$ cat src/rtl/des_key_schedule.sv
// DES key-schedule generator: takes one post-PC1 key and streams the pre-PC2
// round keys, one per handshake, in encryption or decryption order.
module des_key_schedule #(
    parameter int                HALF_W      = 28,
    parameter int                ROUNDS      = 16,
    parameter logic [ROUNDS-1:0] SHIFT_SCHED = 16'h7EFC,
    parameter int                IDX_W       = $clog2(ROUNDS)
) (
    input  logic                  i_clk,
    input  logic                  i_rst_n,
    input  logic                  i_flush,
    input  logic                  i_key_load,
    input  logic [2*HALF_W-1:0]   i_key,
    input  logic                  i_mode,
    output logic                  o_load_ready,
    output logic                  o_rk_valid,
    input  logic                  i_rk_ready,
    output logic [2*HALF_W-1:0]   o_rk,
    output logic [IDX_W-1:0]      o_rk_idx,
    output logic                  o_rk_last,
    output logic                  o_busy
);

    typedef enum logic {
        IDLE = 1'b0,
        RUN  = 1'b1
    } state_t;

    state_t              state, state_next;
    logic [2*HALF_W-1:0] rk, rk_next;
    logic [IDX_W-1:0]    idx, idx_next;
    logic                last, last_next;
    logic                mode, mode_next;
    logic                enc_two, dec_two;

    // Each half rotates on its own; the flag selects a 2-bit instead of a 1-bit step.
    function automatic logic [HALF_W-1:0] rotl_half(input logic [HALF_W-1:0] v,
                                                    input logic two);
        return two ? {v[HALF_W-3:0], v[HALF_W-1:HALF_W-2]}
                   : {v[HALF_W-2:0], v[HALF_W-1]};
    endfunction

    function automatic logic [HALF_W-1:0] rotr_half(input logic [HALF_W-1:0] v,
                                                    input logic two);
        return two ? {v[1:0], v[HALF_W-1:2]}
                   : {v[0], v[HALF_W-1:1]};
    endfunction

    function automatic logic [2*HALF_W-1:0] rot_key(input logic [2*HALF_W-1:0] k,
                                                    input logic two,
                                                    input logic right);
        logic [HALF_W-1:0] c_half;
        logic [HALF_W-1:0] d_half;
        c_half = k[2*HALF_W-1:HALF_W];
        d_half = k[HALF_W-1:0];
        if (right)
            return {rotr_half(c_half, two), rotr_half(d_half, two)};
        else
            return {rotl_half(c_half, two), rotl_half(d_half, two)};
    endfunction

    // Schedule bit for the next round: forward walks s_(idx+2), reverse walks s_(ROUNDS-idx).
    always_comb begin
        enc_two = 1'b0;
        dec_two = 1'b0;
        for (int r = 0; r < ROUNDS; r++) begin
            if (r == int'(idx) + 1)
                enc_two = SHIFT_SCHED[r];
            if (r == ROUNDS - 1 - int'(idx))
                dec_two = SHIFT_SCHED[r];
        end
    end

    always_comb begin
        state_next = state;
        rk_next    = rk;
        idx_next   = idx;
        last_next  = last;
        mode_next  = mode;
        if (i_flush) begin
            state_next = IDLE;
            last_next  = 1'b0;
        end else begin
            case (state)
                IDLE: begin
                    if (i_key_load) begin
                        mode_next  = i_mode;
                        rk_next    = i_mode ? i_key : rot_key(i_key, SHIFT_SCHED[0], 1'b0);
                        idx_next   = '0;
                        last_next  = 1'b0;
                        state_next = RUN;
                    end
                end
                RUN: begin
                    if (i_rk_ready) begin
                        if (last) begin
                            state_next = IDLE;
                            last_next  = 1'b0;
                        end else begin
                            idx_next  = idx + IDX_W'(1);
                            last_next = (int'(idx) + 2 == ROUNDS);
                            rk_next   = mode ? rot_key(rk, dec_two, 1'b1)
                                             : rot_key(rk, enc_two, 1'b0);
                        end
                    end
                end
                default: state_next = IDLE;
            endcase
        end
    end

    always_ff @(posedge i_clk or negedge i_rst_n) begin
        if (!i_rst_n) begin
            state <= IDLE;
            rk    <= '0;
            idx   <= '0;
            last  <= 1'b0;
            mode  <= 1'b0;
        end else begin
            state <= state_next;
            rk    <= rk_next;
            idx   <= idx_next;
            last  <= last_next;
            mode  <= mode_next;
        end
    end

    assign o_load_ready = (state == IDLE);
    assign o_rk_valid   = (state == RUN);
    assign o_busy       = (state == RUN);
    assign o_rk         = rk;
    assign o_rk_idx     = idx;
    assign o_rk_last    = last;

endmodule
$ cat config.mk
export PLATFORM = sky130hd
export DESIGN_NAME = des_key_schedule
export DESIGN_NICKNAME = d
export VERILOG_FILES = /design/src/rtl/des_key_schedule.sv
export SDC_FILE = /design/constraint.sdc
export NUM_CORES = 1
export LEC_CHECK = 0
export CAP_MARGIN = 0
export CORE_ASPECT_RATIO = 1.2
export CORE_MARGIN = 4
export CORE_UTILIZATION = 44
export CTS_CLUSTER_SIZE = 8
export DETAILED_ROUTE_END_ITERATION = 16
export MAX_ROUTING_LAYER = met4
export PLACE_DENSITY = 0.72
export REMOVE_ABC_BUFFERS = 1
export SYNTH_ARGS = -nofsm -noshare
export SYNTH_HDL_FRONTEND = slang
export SYNTH_SLANG_ARGS = --single-unit
$ cat constraint.sdc
create_clock -name i_clk -period 2.8 [get_ports i_clk]
set_clock_uncertainty 0.15 [all_clocks]
set_input_delay 0.84 -clock i_clk [delete_from_list [all_inputs] [get_ports i_clk]]
set_output_delay 0.84 -clock i_clk [all_outputs]
set_load 0.05 [all_outputs]
==> run metrics, run 1 <==
Total Routing Usage GR=24.51%; Ant. Diodes=0; slowest CP cell=clkdlybuf4s50_1; Least-Margin Pin Slew=around 0.54 ns; setup violators final=0; WL/cell=~20 um; Max Buffers Root-to-Sink=2; DP HPWL=11200 um; clk slew on worst S/H paths=about 0.050 ns; peak supply drop=around 0.48 mV; sequential area share after synthesis=between 20% and 30%; htree depth=3; Commonest cells post-synth=mux2i_1, a21oi_1, dfrtp_1, nand3_1, nand2_1; Hold Path Class=primary input to asynchronous set/reset pin; synth unique cells=37; Yosys Warn Count=0; Worst Setup Start Kind=flip-flop; mapped cell area=0.005356 sq mm; dpl ws=-0.05803 ns; initial antenna violation count=0; setup TNS=0 ns; Critical Path, Cell by Cell=buf_4 > clkdlybuf4s50_1; CTS root buffer=clkbuf_16; Final GP Congestion=0.8066; vias in the first global route=around 5400; CP required=between 1.5 and 2 ns; hold violation count in the final report=0; grt ovf=0; P&R area growth vs syn=33.26%; Post-synth EDFFs=0; Final WS setup=between 0.09 and 0.1 ns; crit share post-route=~97%; Synth Area per Inst=8.927 sq um; final WL=around 18000 um; via count=between 5000 and 6000; ys async rst share=between 90% and 100%; Leak=2.841 nW; Min Clock Period, post-route=roughly 2.7 ns; Max Clock Freq=369.4 MHz; max_cap viols=0; Max FO, Critical Path=6; die width=between 100 and 150 um; critical path's top delay family=buffers and inverters; Layout Nets=slightly below 800; Critical path buffers and inverters=2; Post-Syn Instances=600; hold buffers post-CTS=0; Die Span Y=between 100 and 150 um; Avg Vias per Cell=~6.3; Yosys top cell area share=a little under 30%; status=finished clean; global-route wire length before repair=26840 um; top_reg_cell synth=dfrtp_1; Slew headroom=between 60% and 70%; fillers=just over 1000; FF+latch count, synth=63; Final Instance Area=0.007138 sq mm; RSZ-0062 raised after global routing=false; Final Hold Slack=about 0.36 ns; Pre-Repair DR Iteration Count=5; post-route DRC violation count=0; CTS tree=built; Core Rows=43; Setup Crit Path Kind=flip-flop to output port; I/O pin total=roughly 130; post-placement cell area=a little under 0.007 sq mm; largest stage delay on the critical path=~0.8 ns; pin count of the biggest net entering global routing=65; CTS Buf Count=9; Core Region=0.01173 sq mm; Power Density=around 880 mW/mm^2; synth top area cells=dfrtp_1, mux2i_1, a21oi_1; drt initial violations=roughly 430; die area=0.01401 sq mm; CTS Sinks=63; Arr. time, crit path=around 1.7 ns; Clock Latency Late Sink=about 0.34 ns; Critical Path End Type=output port; fin. max-slew vios=0; Antenna Violating Nets Remaining=0; Initial Util=roughly 46%; cell with the most instances after synthesis=mux2i_1; IO buf count=125; fraction of layout cells with a size suffix above 1=15.13%; Yosys top cell by area=dfrtp_1
-- kinds of logic after synthesis --
| logic type | after synthesis | synth area share [%] |
|---|---|---|
| DFF | 63 | 29.43 |
| AOI/OAI and AO/OA | 180 | 23.99 |
| buffers and inverters | 68 | 6.470 |
| and+or+nand+nor | 152 | 13.60 |
| xor gates and xnor gates | 2 | 0.3271 |
| muxes | 127 | 24.32 |
| adders and majority gates | 8 | 1.869 |
-- worst register-to-register path, delay by kind of cell, from the launching register on --
kind	cells	cell delay (ns)
buffers and inverters	2	0.49
DFF	1	0.46
xor gates and xnor gates	1	0.22
adders and majority gates	1	0.23
and+or+nand+nor	1	0.12
muxes	1	0.23
AOI/OAI and AO/OA	3	0.62
-- state kept, by name, indices dropped and copies added (netlist names) --
name,flops
o_rk,56
mode,1
o_busy,1
o_rk_idx,4
o_rk_last,1
-- final cells by class --
type	instances	area [sq um]	share of cell area [%]
clock buffers	13	260.3	3.646
clock inverters	1	5.005	0.07011
inverters	5	18.77	0.2629
multi-input cells	469	3472	48.64
flip-flops and latches	63	1579	22.12
well taps	157	196.4	2.752
repair buffers	156	1607	22.51
-- cell usage in the layout, fill, tap and decap left out, drive strengths merged, types with 25 or more instances in the layout --
cell,netlist,layout
nand2,36,36
a21oi,75,75
mux2i,102,102
buf,26,35
nor3,34,34
o221ai,32,32
clkdlybuf4s50,0,119
mux2,25,25
dfrtp,63,63
nand3,50,50
-- final timing paths --
| path | endpoint | start | cells past startpoint | slack (ns) |
|---|---|---|---|---|
| worst max register to register | o_rk[55]$_DFFE_PN0P_ | o_rk_idx[1]$_DFFE_PN0P_ | 9 | 0.14 |
| worst max-delay path | o_rk_idx[0] | o_rk_idx[0]$_DFFE_PN0P_ | 2 | 0.09 |
| max in group asynchronous | o_busy$_DFF_PN0_ | i_rst_n | 2 | 1.78 |
| worst min-delay path | o_rk_idx[3]$_DFFE_PN0P_ | i_rst_n | 2 | 0.36 |
| worst min register to register | o_rk[27]$_DFFE_PN0P_ | o_rk[27]$_DFFE_PN0P_ | 2 | 0.43 |
| min in group i_clk | o_rk[27]$_DFFE_PN0P_ | o_rk[27]$_DFFE_PN0P_ | 2 | 0.43 |
-- report_power, final --
group	total (mW)	internal [mW]	leakage [nW]	switching (mW)
registers	1.69	1.19	0.768	0.502
clock network	1.05	0.637	0.132	0.411
logic	3.58	1.40	1.94	2.17
total	6.32	3.23	2.84	3.09
-- what timing repair did --
| action | CTS | global route |
|---|---|---|
| setup buffers | 0 | 1 |
| gates resized for setup | 0 | 4 |
| endpoints found under the hold margin | 0 | 0 |
| setup endpoints to repair | 0 | 13 |
-- layer usage --
layer	up-vias	wire length, um	track usage, %
met4	0	366	8.915
met3	43	1216	3.613
met2	280	8789	40.71
met1	2626	7131	30.19
met5	-	0	-
li1	2515	-	-
-- through the flow --
stage               total power [mW]  util [%]  std cells
floorplan                      3.966         -        537
global placement               5.129     58.11        847
detailed placement             5.191     58.11        847
CTS                            6.234     60.37        861
global route                   6.611     60.86        864
finish                         6.316     60.86        864
(Power assumes the default switching activity.)
==> run 2: changes to the inputs <==
CTS_CLUSTER_DIAMETER = 40   (was not set)
DONT_BUFFER_PORTS = 1   (was not set)
PLACE_DENSITY = not set   (was 0.72)
==> run metrics, run 2 (synthesized netlist as in run 1, its figures left out) <==
initial antenna violation count=0; hold buffers post-CTS=0; pin count of the biggest net entering global routing=92; most common cell after layout, fill and taps aside=mux2i_1; vias in the first global route=5041; Pre-Repair DR Iteration Count=5; fin. max-slew vios=0; Psw=between 2 and 3 mW; CTS tree=built; Die Span Y=between 100 and 150 um; Hold Path Class=primary input to asynchronous set/reset pin; Slew headroom=roughly 52%; crit share post-route=between 90% and 100%; CTS resizes=0; I/O pin total=~130; htree depth=3; Layout Nets=~640; most frequent cells in the layout=mux2i_1, a21oi_1, dfrtp_1; largest stage delay on the critical path=~0.46 ns; Initial Util=roughly 46%; clk slew on worst S/H paths=approximately 0.060 ns; peak supply drop=roughly 0.46 mV; P&R area growth vs syn=7.919%; Ant. Diodes=0; setup violators final=0; drt initial violations=around 250; post-route DRC violation count=0; Final Instance Area=between 0.005 and 0.006 sq mm; Clock Latency Late Sink=roughly 0.33 ns; fraction of layout cells with a size suffix above 1=approximately 16%; Least-Margin Pin Slew=slightly above 0.7 ns; Min Clock Period, post-route=around 2.5 ns; DP Cell Count=between 700 and 800; die area=~0.014 sq mm; critical path's top delay family=compound AO/OA/AOI/OAI gates; DP HPWL=~10000 um; IO buf count=0; CTS root buffer=clkbuf_16; Setup Crit Path Kind=flip-flop to flip-flop; Total Routing Usage GR=approximately 24%; CP required=2.85 ns; CTS Sinks=63; Critical path buffers and inverters=2; global-route wire length before repair=around 26000 um; WL/cell=22.27 um; status=finished clean; Worst Setup Start Kind=flip-flop; Arr. time, crit path=between 2 and 3 ns; non-filler cells, final=approximately 730; max_cap viols=0; Critical Path, Cell by Cell=inv_1 > ha_2 > nor2_1 > nor2_1 > a2111oi_4 > a311oi_4 > buf_12 > mux2i_1 > o221ai_1; Sw Ratio=between 50 and 60%; overall power=5.592 mW; Antenna Violating Nets Remaining=0; Seq pwr share=48.7%; via count=4929; hold violation count in the final report=0; grt ovf=0; Final GP Congestion=about 0.85; Post-CTS Setup Inserts=0; post-placement cell area=between 0.005 and 0.006 sq mm; Max Buffers Root-to-Sink=2; Core Rows=43; Power Density=~970 mW/mm^2; die width=108.7 um; Final WS setup=between 0.2 and 0.3 ns; Final Hold Slack=about 0.045 ns; Comb power frac=around a third; dpl ws=around 0.24 ns; slowest CP cell=dfrtp_1; Core Region=about 0.012 sq mm; Leak=2.247 nW; Internal Power=between 2 and 3 mW; Critical Path End Type=flip-flop; final WL=between 15000 and 20000 um; max reg flops=56; Max FO, Critical Path=35; Max Clock Freq=about 400 MHz; most used cell, CP=nor2_1; CTS Buf Count=9; Avg Vias per Cell=slightly below 7; Clk network pwr share=roughly 19%; RSZ-0062 raised after global routing=false
[run 2: changes by cell type in the layout (fill, tap and decap cells not counted), sizes merged]
cell and delta:
clkdlybuf4s50 -119, buf -14, clkinv -1, clkbuf +2, dlymetal6s2s -1
[run 2: cell type report]
cell class                 count  area [sq um]
sequential                    63          1582
timing repair buffer          21         232.7
clock buffer                  16         281.5
fill                        1169          5948
multi-input combinational    469          3470
tap                          157         196.4
inverter                       5         18.77
[run 2: worst paths after layout]
kind | startpoint | end | slack, ns | cells past startpoint
worst max register to register | o_rk_idx[1]$_DFFE_PN0P_ | o_rk[5]$_DFFE_PN0P_ | 0.25 | 9
worst min-delay path | i_rst_n | o_rk[54]$_DFFE_PN0P_ | 0.05 | 0
min in group i_clk | i_flush | o_busy$_DFF_PN0_ | 0.42 | 1
max in group asynchronous | i_rst_n | o_busy$_DFF_PN0_ | 2.33 | 0
worst min register to register | o_rk_idx[0]$_DFFE_PN0P_ | o_rk_idx[0]$_DFFE_PN0P_ | 0.53 | 3
worst max-delay path | o_rk_idx[1]$_DFFE_PN0P_ | o_rk[5]$_DFFE_PN0P_ | 0.25 | 9
[run 2: metal layers]
layer	track usage (%)	up-vias	wire [um]	share of wire [%]
li1	-	2243	-	-
met1	29.08	2441	6576	40
met5	-	-	0	0
met3	5.871	24	1444	8.9
met4	9.064	0	298	1.8
met2	39.29	221	7963	49
[run 2: stage by stage]
stage,util [%],TNS (ns)
floorplan,-,-178.74
global placement,46.74,0
detailed placement,46.74,0
CTS,49.14,0
global route,49.29,0
finish,49.29,0
[run 2: power groups by stage]
stage               Sequential (mW)  Clock (mW)  Combinational [mW]
finish                         2.72        1.08                1.79
global placement               2.73           0                1.73
floorplan                      2.56           0                1.40
global route                   2.78        1.13                1.98
detailed placement             2.73           0                1.78
CTS                            2.72        1.10                1.78
==> run 3: changes to the inputs <==
--- a/config.mk
+++ b/config.mk
@@ -9,3 +9,3 @@
 export CORE_ASPECT_RATIO = 1.2
-export CORE_MARGIN = 4
+export CORE_MARGIN = 1.5
 export CORE_UTILIZATION = 44
--- a/constraint.sdc
+++ b/constraint.sdc
@@ -4,2 +4,2 @@
 set_output_delay 0.84 -clock i_clk [all_outputs]
-set_load 0.05 [all_outputs]
+set_load 0.02 [all_outputs]
==> run metrics, run 3 (synthesized netlist as in run 1, its figures left out) <==
via count=4900; CTS tree=built; clk slew on worst S/H paths=around 0.060 ns; die width=around 100 um; WL/cell=roughly 22 um; max_cap viols=0; most frequent cells in the layout=mux2i_1, a21oi_1, dfrtp_1; fraction of layout cells with a size suffix above 1=between 10% and 20%; Ant. Diodes=0; Slew headroom=58.70%; DR top layer=met4; IO buf count=0; crit share post-route=about 93%; final WL=approximately 16000 um; Max Clock Freq=about 380 MHz; setup TNS=0 ns; max reg flops=between 50 and 60; die area=around 0.013 sq mm; worst reg2reg path depth=8; CTS Buf Count=9; CTS root buffer=clkbuf_16; RSZ-0062 raised after global routing=false; Core Rows=between 40 and 50; vias in the first global route=approximately 4900; Max Buffers Root-to-Sink=2; Die Span Y=123.9 um; Power Density=~900 mW/mm^2; Final GP Congestion=0.8317; worst r2r src=o_rk_idx[1]$_DFFE_PN0P_; DP HPWL=10340 um; Final WS setup=between 0.15 and 0.2 ns; Clock Latency Late Sink=approximately 0.33 ns; Met2 Wirelength=between 8000 and 9000 um; fin. max-slew vios=0; RR Endpoint=o_rk[20]$_DFFE_PN0P_; Metal-1 WL=~6300 um; pin count of the biggest net entering global routing=64; CTS resizes=0; CP required=around 2.9 ns; grt ovf=0; Post-CTS Setup Inserts=0; global-route wire length before repair=between 20000 and 30000 um; drt initial violations=302; Core Region=0.01173 sq mm; CTS Sinks=63; dpl ws=around 0.18 ns; Min Clock Period, post-route=~2.6 ns; hold violation count in the final report=0; Leak=2.269 nW; final core occ=49.45%; I/O pin total=around 130; peak supply drop=~0.33 mV; status=finished clean; Arr. time, crit path=around 2.7 ns; R2R Setup Slk=roughly 0.19 ns; P&R area growth vs syn=8.269%; Critical Path End Type=flip-flop; Pre-Repair DR Iteration Count=5; Layout Nets=640; initial antenna violation count=0; hold buffers post-CTS=0; Max FO, Critical Path=35; Least-Margin Pin Slew=just over 0.6 ns; most common cell after layout, fill and taps aside=mux2i_1; Avg Vias per Cell=~6.7; WL met3=about 1500 um; setup violators final=0; Initial Util=between 40% and 50%; Setup Crit Path Kind=flip-flop to flip-flop; Hold Path Class=primary input to asynchronous set/reset pin; post-route DRC violation count=0; Total Routing Usage GR=26.00%; Final Hold Slack=between 0.04 and 0.05 ns; Worst Setup Start Kind=flip-flop; Antenna Violating Nets Remaining=0; htree depth=3
==> run 3: power breakdown <==
part | internal [mW] | switching [mW] | leakage (nW) | total [mW]
registers | 1.18 | 0.877 | 0.768 | 2.06
logic | 0.828 | 0.970 | 1.34 | 1.80
clock network | 0.827 | 0.418 | 0.160 | 1.25
==> run 3: metrics by stage <==
| step | total power, mW | std cells | cell area [sq um] |
|---|---|---|---|
| final | 5.100 | 732 | 5799 |
| after global routing | 5.378 | 732 | 5799 |
| after CTS | 5.106 | 732 | 5799 |
| after detailed placement | 3.852 | 716 | 5474 |
| after global placement | 3.803 | 716 | 5474 |
| after floorplan | 3.322 | 537 | 5029 |
==> run 3: how the worst max path moves through the flow <==
stage | cells past startpoint | to | start
4_1_cts | 9 | o_rk[20]$_DFFE_PN0P_ | o_rk_idx[1]$_DFFE_PN0P_
3_3_place_gp | 7 | o_rk[36]$_DFFE_PN0P_ | i_rk_ready
3_5_place_dp | 9 | o_rk[20]$_DFFE_PN0P_ | o_rk_idx[1]$_DFFE_PN0P_
2_1_floorplan | 7 | o_rk[10]$_DFFE_PN0P_ | o_rk_idx[2]$_DFFE_PN0P_
5_1_grt | 9 | o_rk[41]$_DFFE_PN0P_ | o_rk_idx[1]$_DFFE_PN0P_
6_report | 8 | o_rk[20]$_DFFE_PN0P_ | o_rk_idx[1]$_DFFE_PN0P_
==> run 3: worst max-delay path, stage by stage (launching register included) <==
cell,delay (ns)
dfrtp_1,0.46
ha_1,0.40
xnor2_1,0.16
nor2_1,0.07
a2111oi_2,0.45
a311oi_4,0.10
buf_12,0.23
a21boi_0,0.15
o311ai_1,0.31
==> run 3: area by class of cell <==
class / instances / area [sq um]
Clock buffer: 13 / 260.3
Clock inverter: 3 / 65.06
Fill cell: 1156 / 5929
Inverter: 5 / 18.77
Multi-Input combinational cell: 469 / 3452
Sequential cell: 63 / 1579
Tap cell: 157 / 196.4
Timing Repair Buffer: 22 / 227.7
==> run 3: metal layers <==
layer,GRT usage [%],vias up
li1,-,2247
met1,30.36,2389
met2,44.71,246
met3,5.181,18
met4,9.983,0
met5,-,-
